==> src/rtl/accum_cpu_ctrl.sv <==
// accum_cpu_ctrl: fetch/decode/execute sequencer for the 16-bit accumulator CPU.
// Owns PC, MAR, IR, MBR and AC; drives a single-port synchronous RAM and a
// combinational ALU. Memory strobes are decoded from the current state only.
module accum_cpu_ctrl #(
  parameter int DATA_WIDTH = 16,
  parameter int ADDR_WIDTH = 14,
  parameter logic [ADDR_WIDTH-1:0] START_PC = 'h100
) (
  input  logic                  clk,
  input  logic                  rst,
  input  logic                  start,
  output logic [ADDR_WIDTH-1:0] mem_addr,
  output logic                  mem_cs,
  output logic                  mem_we,
  output logic                  mem_oe,
  output logic [DATA_WIDTH-1:0] mem_wdata,
  input  logic [DATA_WIDTH-1:0] mem_rdata,
  output logic [DATA_WIDTH-1:0] alu_a,
  output logic [DATA_WIDTH-1:0] alu_b,
  output logic [2:0]            alu_sel,
  input  logic [DATA_WIDTH-1:0] alu_out,
  output logic [ADDR_WIDTH-1:0] pc,
  output logic [DATA_WIDTH-1:0] ac,
  output logic [DATA_WIDTH-1:0] ir,
  output logic                  busy,
  output logic                  halted,
  output logic                  illegal_op
);

  // state  | meaning
  // IDLE   | waiting for start
  // FA     | fetch address: read M[PC]
  // FD     | fetch data: IR <= M[PC], PC <= PC+1
  // DEC    | decode / execute single-cycle ops
  // OA     | operand address: read M[X]
  // OD     | operand data: MBR <= M[X]
  // EXA    | AC <= ALU(AC, MBR)
  // WB     | AC <= MBR (load)
  // ST     | write AC to M[X]
  // HALTED | stopped until reset
  typedef enum logic [3:0] {
    S_IDLE, S_FA, S_FD, S_DEC, S_OA, S_OD, S_EXA, S_WB, S_ST, S_HALTED
  } state_t;

  localparam logic [3:0] OP_LOAD  = 4'h1;
  localparam logic [3:0] OP_STORE = 4'h2;
  localparam logic [3:0] OP_ADD   = 4'h3;
  localparam logic [3:0] OP_SUBT  = 4'h4;
  localparam logic [3:0] OP_HALT  = 4'h7;
  localparam logic [3:0] OP_SKIP  = 4'h8;
  localparam logic [3:0] OP_JUMP  = 4'h9;
  localparam logic [3:0] OP_CLEAR = 4'hA;

  localparam logic [2:0] ALU_ADD = 3'b001;
  localparam logic [2:0] ALU_SUB = 3'b010;

  localparam int XPAD = ADDR_WIDTH - 12;

  state_t                state, state_nxt;
  logic [ADDR_WIDTH-1:0] mar, mar_nxt, pc_nxt;
  logic [DATA_WIDTH-1:0] mbr, mbr_nxt, ac_nxt, ir_nxt;

  logic [3:0]            opcode;
  logic [ADDR_WIDTH-1:0] operand;
  logic [ADDR_WIDTH-1:0] pc_inc;
  logic                  skip_take;

  logic                  cs_raw, we_raw, oe_raw, ill_raw;
  logic [DATA_WIDTH-1:0] wdata_raw;
  logic [2:0]            sel_raw;

  assign opcode  = ir[15:12];
  assign operand = {{XPAD{1'b0}}, ir[11:0]};
  assign pc_inc  = pc + 1'b1;

  // Skipcond condition on IR[11:10]; code 11 never skips.
  always_comb begin
    skip_take = 1'b0;
    case (ir[11:10])
      2'b00:   skip_take = ac[DATA_WIDTH-1];
      2'b01:   skip_take = (ac == '0);
      2'b10:   skip_take = !ac[DATA_WIDTH-1] && (ac != '0);
      default: skip_take = 1'b0;
    endcase
  end

  // Architectural and sequencing registers; reset aborts any instruction in flight.
  always_ff @(posedge clk) begin
    if (rst) begin
      state <= S_IDLE;
      pc    <= START_PC;
      mar   <= '0;
      ir    <= '0;
      mbr   <= '0;
      ac    <= '0;
    end else begin
      state <= state_nxt;
      pc    <= pc_nxt;
      mar   <= mar_nxt;
      ir    <= ir_nxt;
      mbr   <= mbr_nxt;
      ac    <= ac_nxt;
    end
  end

  // Next-state, datapath updates and Moore-decoded strobes.
  always_comb begin
    state_nxt = state;
    pc_nxt    = pc;
    mar_nxt   = mar;
    ir_nxt    = ir;
    mbr_nxt   = mbr;
    ac_nxt    = ac;
    cs_raw    = 1'b0;
    we_raw    = 1'b0;
    oe_raw    = 1'b0;
    wdata_raw = '0;
    sel_raw   = 3'b000;
    ill_raw   = 1'b0;

    case (state)
      S_IDLE: begin
        if (start) begin
          mar_nxt   = pc;
          state_nxt = S_FA;
        end
      end
      S_FA: begin
        cs_raw    = 1'b1;
        oe_raw    = 1'b1;
        state_nxt = S_FD;
      end
      S_FD: begin
        ir_nxt    = mem_rdata;
        pc_nxt    = pc_inc;
        state_nxt = S_DEC;
      end
      S_DEC: begin
        case (opcode)
          OP_LOAD, OP_ADD, OP_SUBT: begin
            mar_nxt   = operand;
            state_nxt = S_OA;
          end
          OP_STORE: begin
            mar_nxt   = operand;
            state_nxt = S_ST;
          end
          OP_HALT: begin
            state_nxt = S_HALTED;
          end
          OP_CLEAR: begin
            ac_nxt    = '0;
            mar_nxt   = pc;
            state_nxt = S_FA;
          end
          OP_JUMP: begin
            pc_nxt    = operand;
            mar_nxt   = operand;
            state_nxt = S_FA;
          end
          OP_SKIP: begin
            if (skip_take) begin
              pc_nxt  = pc_inc;
              mar_nxt = pc_inc;
            end else begin
              mar_nxt = pc;
            end
            state_nxt = S_FA;
          end
          default: begin
            ill_raw   = 1'b1;
            mar_nxt   = pc;
            state_nxt = S_FA;
          end
        endcase
      end
      S_OA: begin
        cs_raw    = 1'b1;
        oe_raw    = 1'b1;
        state_nxt = S_OD;
      end
      S_OD: begin
        mbr_nxt   = mem_rdata;
        state_nxt = (opcode == OP_LOAD) ? S_WB : S_EXA;
      end
      S_EXA: begin
        sel_raw   = (opcode == OP_SUBT) ? ALU_SUB : ALU_ADD;
        ac_nxt    = alu_out;
        mar_nxt   = pc;
        state_nxt = S_FA;
      end
      S_WB: begin
        ac_nxt    = mbr;
        mar_nxt   = pc;
        state_nxt = S_FA;
      end
      S_ST: begin
        cs_raw    = 1'b1;
        we_raw    = 1'b1;
        wdata_raw = ac;
        mar_nxt   = pc;
        state_nxt = S_FA;
      end
      S_HALTED: begin
        state_nxt = S_HALTED;
      end
      default: begin
        state_nxt = S_IDLE;
      end
    endcase
  end

  // Strobes are masked while rst is high so an aborted store never commits.
  assign mem_cs     = cs_raw & ~rst;
  assign mem_we     = we_raw & ~rst;
  assign mem_oe     = oe_raw & ~rst;
  assign mem_wdata  = rst ? '0 : wdata_raw;
  assign alu_sel    = rst ? 3'b000 : sel_raw;
  assign illegal_op = ill_raw & ~rst;

  assign mem_addr = mar;
  assign alu_a    = ac;
  assign alu_b    = mbr;
  assign busy     = (state != S_IDLE) && (state != S_HALTED);
  assign halted   = (state == S_HALTED);

endmodule
==> config.mk <==
export PLATFORM = sky130hd
export DESIGN_NAME = accum_cpu_ctrl
export DESIGN_NICKNAME = d
export VERILOG_FILES = /design/src/rtl/accum_cpu_ctrl.sv
export SDC_FILE = /design/constraint.sdc
export NUM_CORES = 1
export LEC_CHECK = 0
export ABC_AREA = 0
export BUFFER_PORTS_ARGS = -buffer_cell sky130_fd_sc_hd__buf_2
export CAP_MARGIN = 40
export CELL_PAD_IN_SITES_DETAIL_PLACEMENT = 1
export CELL_PAD_IN_SITES_GLOBAL_PLACEMENT = 2
export CORE_MARGIN = 2
export CORE_UTILIZATION = 29
export CTS_BUF_LIST = sky130_fd_sc_hd__clkbuf_4
export DETAILED_ROUTE_END_ITERATION = 6
export GPL_ROUTABILITY_DRIVEN = 0
export PLACE_DENSITY = 0.82
export REMOVE_ABC_BUFFERS = 1
export SLEW_MARGIN = 5
export SYNTH_ARGS = -nofsm -noshare
export SYNTH_HDL_FRONTEND = slang
export SYNTH_SLANG_ARGS = --single-unit
==> constraint.sdc <==
create_clock -name clk -period 2.9 [get_ports clk]
set_input_delay 0.435 -clock clk [delete_from_list [all_inputs] [get_ports clk]]
set_output_delay 0.435 -clock clk [all_outputs]
set_load 0.05 [all_outputs]
==> out/summary.md, run 1 <==
- **Max Clk Rate** 367 MHz
- **final clock period utilization by the worst path** 0.940
- **Routed WL** 19800 um
- **portion of the post-synthesis area used by sequential elements** 0.330
- **number of global-route vias before repair** 5570
- **clock buffers created by TritonCTS** 9
- **final routed DRC violation total** 0
- **cell taking the most area after synthesis** sky130_fd_sc_hd__dfxtp_1
- **synthesized-area fraction occupied by and/or/nand/nor cells** 0.247
- **count of unique library cells instantiated by Yosys** 64
- **depth of the CTS H-tree** 3
- **CTS Hold Bufs** 0
- **total count of hold-check failures in the final report** 0
- **Yosys Warn Count** 0
- **required time of the critical path** 2.47 ns
- **PnR worst setup slack** 0.175 ns
- **crit path capture type** output port
- **diode insertion count for antenna repair** 0
- **Die Y-Extent** 133 um
- **port bufs** 150
- **clock insertion delay at the later pin of the skew report** 0.47 ns
- **TritonCTS clock tree** built
- **number of max-slew violations in the final report** 0
- **Setup Buffers After CTS** 0
- **fraction of layout cells with a size suffix above 1** 0.291
- **clock sink total** 80
- **number of search-and-repair iterations in the first detailed-routing pass** 4
- **dominant combinational cell family by area after synthesis** compound AO/OA/AOI/OAI gates
- **final net count** 794
- **first-pass GRT wire length** 31500 um
- **RSZ-0062 raised after global routing** false
- **total via count in the routed design** 5473
- **startpoint kind of the worst setup timing path** register
- **arrival time of data at the critical path endpoint** 2.29 ns
- **root buffer cell** sky130_fd_sc_hd__clkbuf_4
- **multiplexer share of the synthesized area** 0.0585
- **most frequent standard cell in the layout excluding fill and tap cells** sky130_fd_sc_hd__buf_2
- **Overflow after GRT** 0
- **Chip Width** 133 um
- **syn avg cell area** 7.58 um^2
- **DRT iter0 DRCs** 311
- **most used flip-flop cell after synthesis** sky130_fd_sc_hd__dfxtp_1
- **worst-margin pin slew** 0.726 ns
- **initial cell density of the core** 0.295
- **antenna violations before repair** 0
- **most frequent cells in the layout** sky130_fd_sc_hd__buf_2, sky130_fd_sc_hd__nand2_1, sky130_fd_sc_hd__dfxtp_1
- **register bit count reported by yosys** 80
- **Total Die Area** 0.0178 mm^2
- **worst slew slack as a fraction of its limit** 0.516
- **reg2reg setup slack** 0.32 ns
- **remaining number of nets flagged by the antenna check after routing** 0
- **Min Hold Slack** 0.197 ns
- **type of the setup path with the least slack** reg2out
- **ratio of total power to cell area** 440 mW/mm^2
- **mapped cell area** 0.00486 mm^2
- **Post-Route Utilization** 0.358
- **maximum fanout encountered on the critical timing path** 20
- **Overall Power** 2590 uW
- **Finish-stage setup viols** 0
- **Post-Synth Adder-Cell Area** 0.00258
- **static leakage power** 0.00239 uW
- **number of maximum-capacitance violations** 0
- **outcome** complete, no violations
- **Hold WC Path Type** in2reg
- **fraction of the mapped netlist area in compound gates** 0.269
- **pre-CTS WS** 0.378 ns
- **clock skew** 0.0178 ns
- **fraction of post-synthesis cell area in the top cell type by area** 0.330
- **area grow syn2layout** 21.5%
- **synthesized instance count** 641
- **area inside the core boundary** 0.0165 mm^2
- **ranking of synthesized cells by area** sky130_fd_sc_hd__dfxtp_1, sky130_fd_sc_hd__nand2_1, sky130_fd_sc_hd__a21oi_1
- **count of boundary I/O pins** 152
- **detail-routed net length per standard cell** 20.1 um
- **min Tclk post-route** 2.73 ns
- **pin count of the biggest net entering global routing** 66
- **number of cell rows** 47
- **routed vias/inst** 5.57
- **Async S/R FF share, synth** 0
- **clock-pin transition on the worst setup and hold timing paths** 0.15 ns
- **clock buffer depth** 2
- **IR drop worst, VDD** 179 uV
- **number of flops mapped to enable cells by yosys** 0
- **GRT Util Overall** 0.222
- **half-perimeter wire length after placement** 14400 um
- **xor/xnor cell area share of the yosys netlist** 0.0108
==> synth_stat cells, types with 5 or more instances <==
| library cell | count |
|---|---|
| sky130_fd_sc_hd__a22oi_1 | 18 |
| sky130_fd_sc_hd__mux2i_1 | 7 |
| sky130_fd_sc_hd__buf_2 | 12 |
| sky130_fd_sc_hd__buf_1 | 7 |
| sky130_fd_sc_hd__clkbuf_1 | 35 |
| sky130_fd_sc_hd__and2_1 | 17 |
| sky130_fd_sc_hd__and3_1 | 11 |
| sky130_fd_sc_hd__o21ai_0 | 29 |
| sky130_fd_sc_hd__o22ai_1 | 11 |
| sky130_fd_sc_hd__a211oi_1 | 12 |
| sky130_fd_sc_hd__nand2_1 | 92 |
| sky130_fd_sc_hd__a2111oi_0 | 12 |
| sky130_fd_sc_hd__a21oi_1 | 68 |
| sky130_fd_sc_hd__nand3_1 | 18 |
| sky130_fd_sc_hd__nor4_1 | 12 |
| sky130_fd_sc_hd__nor3_1 | 13 |
| sky130_fd_sc_hd__inv_1 | 13 |
| sky130_fd_sc_hd__nor2_1 | 37 |
| sky130_fd_sc_hd__mux2_2 | 19 |
| sky130_fd_sc_hd__a221oi_1 | 6 |
| sky130_fd_sc_hd__nand4_1 | 5 |
| sky130_fd_sc_hd__a31oi_1 | 9 |
| sky130_fd_sc_hd__buf_4 | 17 |
| sky130_fd_sc_hd__or3_1 | 5 |
| sky130_fd_sc_hd__nand2b_1 | 6 |
| sky130_fd_sc_hd__dfxtp_1 | 80 |
| sky130_fd_sc_hd__xnor2_1 | 6 |
==> routing by layer <==
metal / track usage / share of wire / vias to the layer above
li1: - / - / 2566
met4: 0.0520 / 0.014 / 0
met5: 0 / 0 / -
met2: 0.360 / 0.47 / 196
met3: 0.0597 / 0.070 / 22
met1: 0.294 / 0.45 / 2689
==> through the flow <==
step                std cells  area [um^2]  setup TNS [ns]
CTS                       983         5900               0
global placement          966         5750               0
global route              983         5900               0
detailed placement        967         5750               0
floorplan                 569         4510          -28.61
finish                    983         5900               0
==> path summary, 6_finish.rpt <==
check,start,endpoint,cells past startpoint
worst min-delay path,mem_rdata[15],alu_b[15]$_SDFFE_PP0N_,3
worst max register to register,ir[15]$_SDFFE_PP0P_,mem_addr[13]$_SDFFE_PP0P_,6
worst max-delay path,ir[14]$_SDFFE_PP0P_,alu_sel[1],4
worst min register to register,alu_b[4]$_SDFFE_PP0N_,alu_b[4]$_SDFFE_PP0N_,2
==> area by class of cell <==
class,count,area (um^2)
Clock buffer,10,75.1
Fill cell,2096,10600
Multi-Input combinational cell,476,2870
Sequential cell,80,1600
Inverter,13,48.8
Clock inverter,6,70.1
Tap cell,220,275
Timing Repair Buffer,178,961
==> kinds of logic (layout without fill, tap and decap cells) <==
group                    Yosys count  in the layout
AND/OR/NAND/NOR                  240            240
AO/OA/AOI/OAI                    202            202
buffers and inverters             85            207
flip-flops                        80             80
multiplexers                      26             26
XOR/XNOR                           6              6
adder cells (fa/ha/maj)            1              1
other                              1              1
==> report_power, final <==
part | switching (uW) | total, uW | internal, uW
clock network | 450 | 727 | 277
registers | 76.5 | 1230 | 1150
logic | 450 | 641 | 191
==> repair_timing <==
item | 4_1_cts | 5_1_grt
endpoints found under the hold margin | 0 | 0
gates resized for setup | 0 | 1
setup endpoints to repair | 0 | 17
==> worst max-delay path: stages (launching register included) <==
cell	delay, ns
sky130_fd_sc_hd__dfxtp_1	0.73
sky130_fd_sc_hd__or3b_1	0.46
sky130_fd_sc_hd__nor2_1	0.17
sky130_fd_sc_hd__and4_1	0.21
sky130_fd_sc_hd__buf_2	0.26
==> registers in the layout (all words and copies together), names as in the netlist <==
signal,cells
ac,16
alu_b,16
ir,16
mem_addr,14
pc,14
state,4
Power figures use the tool's default switching activity.
==> run 2, diff against run 1 <==
--- a/config.mk
+++ b/config.mk
@@ -16,7 +16,6 @@
 export DETAILED_ROUTE_END_ITERATION = 6
 export GPL_ROUTABILITY_DRIVEN = 0
 export PLACE_DENSITY = 0.82
-export REMOVE_ABC_BUFFERS = 1
 export SLEW_MARGIN = 5
 export SYNTH_ARGS = -nofsm -noshare
 export SYNTH_HDL_FRONTEND = slang
==> out/summary.md, run 2 (synthesized netlist as in run 1, its figures left out) <==
- **routed vias/inst** 5.58
- **worst-margin pin slew** 0.782 ns
- **CTS Hold Bufs** 0
- **Switching Fraction** 0.387
- **GRT Util Overall** 0.222
- **Max Clk Rate** 370 MHz
- **non-filler instance count after layout** 989
- **share of total power in sequential cells** 0.460
- **outcome** complete, no violations
- **static leakage power** 0.00242 uW
- **Net Count, Synth** 677
- **number of cell rows** 47
- **count of boundary I/O pins** 152
- **Total Die Area** 0.0178 mm^2
- **min Tclk post-route** 2.70 ns
- **Logic pwr share** 0.252
- **number of max-slew violations in the final report** 0
- **reg-to-reg startpoint** ac[10]$_SDFFE_PP0P_
- **depth of the CTS H-tree** 3
- **type of the setup path with the least slack** reg2reg
- **area grow syn2layout** 22.7%
- **RSZ-0062 raised after global routing** false
- **Cell Int Power** 1620 uW
- **final net count** 799
- **depth of the worst register-to-register path** 6
- **number of search-and-repair iterations in the first detailed-routing pass** 4
- **antenna violations before repair** 2
- **Hold WC Path Type** in2reg
- **crit path capture type** register
- **final routed DRC violation total** 0
- **total count of hold-check failures in the final report** 0
- **setup TNS** 0 ns
- **half-perimeter wire length after placement** 14600 um
- **remaining number of nets flagged by the antenna check after routing** 0
- **most frequent standard cell in the layout excluding fill and tap cells** sky130_fd_sc_hd__buf_2
- **port bufs** 150
- **initial cell density of the core** 0.295
- **DRT iter0 DRCs** 353
- **pin count of the biggest net entering global routing** 66
- **clock buffers created by TritonCTS** 9
- **Routed WL** 20000 um
- **CP peak stage delay** 0.62 ns
- **Post-Route Utilization** 0.362
- **required time of the critical path** 3.28 ns
- **Hold Path Origin** mem_rdata[3]
- **Finish-stage setup viols** 0
- **number of maximum-capacitance violations** 0
- **reg-to-reg critical path endpoint** pc[10]$_SDFFE_PP0P_
- **net switching power of the design** 1020 uW
- **arrival time of data at the critical path endpoint** 3.08 ns
- **Clock Power Share** 0.288
- **reg2reg setup slack** 0.20 ns
- **Chip Width** 133 um
- **TritonCTS clock tree** built
- **clock buffer depth** 2
- **number of global-route vias before repair** 5604
- **first-pass GRT wire length** 31300 um
- **Overflow after GRT** 0
- **root buffer cell** sky130_fd_sc_hd__clkbuf_4
- **worst slew slack as a fraction of its limit** 0.477
- **worst hold endpoint** alu_b[3]$_SDFFE_PP0N_
- **total via count in the routed design** 5515
- **most prevalent standard cell on the critical path** sky130_fd_sc_hd__nor4_1
- **IR drop worst, VDD** 243 uV
- **most frequent cells in the layout** sky130_fd_sc_hd__buf_2, sky130_fd_sc_hd__nand2_1, sky130_fd_sc_hd__dfxtp_1
- **clock-pin transition on the worst setup and hold timing paths** 0.16 ns
- **placed insts** 972
- **clock sink total** 80
- **ratio of total power to cell area** 443 mW/mm^2
- **critical-path cell with the highest stage delay** sky130_fd_sc_hd__nor2_1
- **Min-Delay Path Depth** 3
- **clock skew** 0.0234 ns
- **area inside the core boundary** 0.0165 mm^2
- **final clock period utilization by the worst path** 0.931
- **detail-routed net length per standard cell** 20.2 um
- **clock insertion delay at the later pin of the skew report** 0.48 ns
- **fraction of layout cells with a size suffix above 1** 0.299
- **maximum fanout encountered on the critical timing path** 10
- **cells along the critical path** nor4_1 -> nand4_1 -> and3_1 -> nor2_1 -> nor4_1 -> a311o_1
- **Setup Buffers After CTS** 0
- **startpoint kind of the worst setup timing path** register
- **Die Y-Extent** 133 um
run 2: changes by cell type in the layout (fill, tap and decap cells not counted), sizes merged:
cell	previous run	this run
buf	178	183
clkbuf	10	9
clkinv	5	3
clkinvlp	0	1
diode	0	1
inv	13	15
run 2: worst max path at each step:
stage,startpoint,end,slack (ns),cells after the start
6_report,ac[10]$_SDFFE_PP0P_,pc[10]$_SDFFE_PP0P_,0.20,6
5_1_grt,ac[10]$_SDFFE_PP0P_,pc[10]$_SDFFE_PP0P_,0.09,6
4_1_cts,ir[14]$_SDFFE_PP0P_,alu_sel[1],0.08,4
3_5_place_dp,ac[10]$_SDFFE_PP0P_,pc[10]$_SDFFE_PP0P_,0.27,6
3_3_place_gp,ac[10]$_SDFFE_PP0P_,pc[5]$_SDFFE_PP0P_,0.28,6
2_1_floorplan,state[3]$_SDFFE_PP0P_,halted,0.06,2
run 2: metal layers:
layer / routed length, um / track usage / share of wire / up-vias
li1: - / - / - / 2568
met1: 8740 / 0.282 / 0.44 / 2723
met2: 9440 / 0.365 / 0.47 / 191
met3: 1440 / 0.0613 / 0.072 / 33
met4: 382 / 0.0733 / 0.019 / 0
met5: 0 / 0 / 0 / -
run 2: timing repair:
action | CTS | global route
endpoints found under the hold margin | 0 | 0
resized for setup | 0 | 1
setup endpoints to repair | 0 | 1
run 2: final cells by class:
cell class | count | area [um^2]
Antenna cell | 1 | 2.50
Clock inverter | 7 | 80.1
Timing Repair Buffer | 183 | 998
Fill cell | 2112 | 10500
Inverter | 13 | 48.8
Sequential cell | 80 | 1600
Multi-Input combinational cell | 476 | 2890
Clock buffer | 9 | 67.6
Tap cell | 220 | 275
run 2: metrics by stage:
stage               hold slack [ns]  area [um^2]  setup WS (ns)  total power (uW)
finish                        0.187         5960          0.199              2640
global route                  0.159         5960         0.0926              2750
detailed placement            0.467         5810          0.268              1900
CTS                           0.151         5960         0.0803              2660
floorplan                     0.571         4870         0.0558              1680
global placement              0.461         5800          0.276              1880
run 2: power by group through the flow:
| stage | combinational, uW | sequential, uW | clock [uW] |
|---|---|---|---|
| 2_1_floorplan | 316 | 1370 | 0 |
| 3_3_place_gp | 649 | 1230 | 0 |
| 3_5_place_dp | 662 | 1240 | 0 |
| 4_1_cts | 664 | 1210 | 781 |
| 5_1_grt | 712 | 1220 | 818 |
| 6_report | 665 | 1210 | 760 |
run 2: worst max-delay path: cells and delay by family, from the launching register on:
family	cells	cell delay, ns
AND/OR/NAND/NOR	5	1.89
flip-flops	1	0.37
AO/OA/AOI/OAI	1	0.35
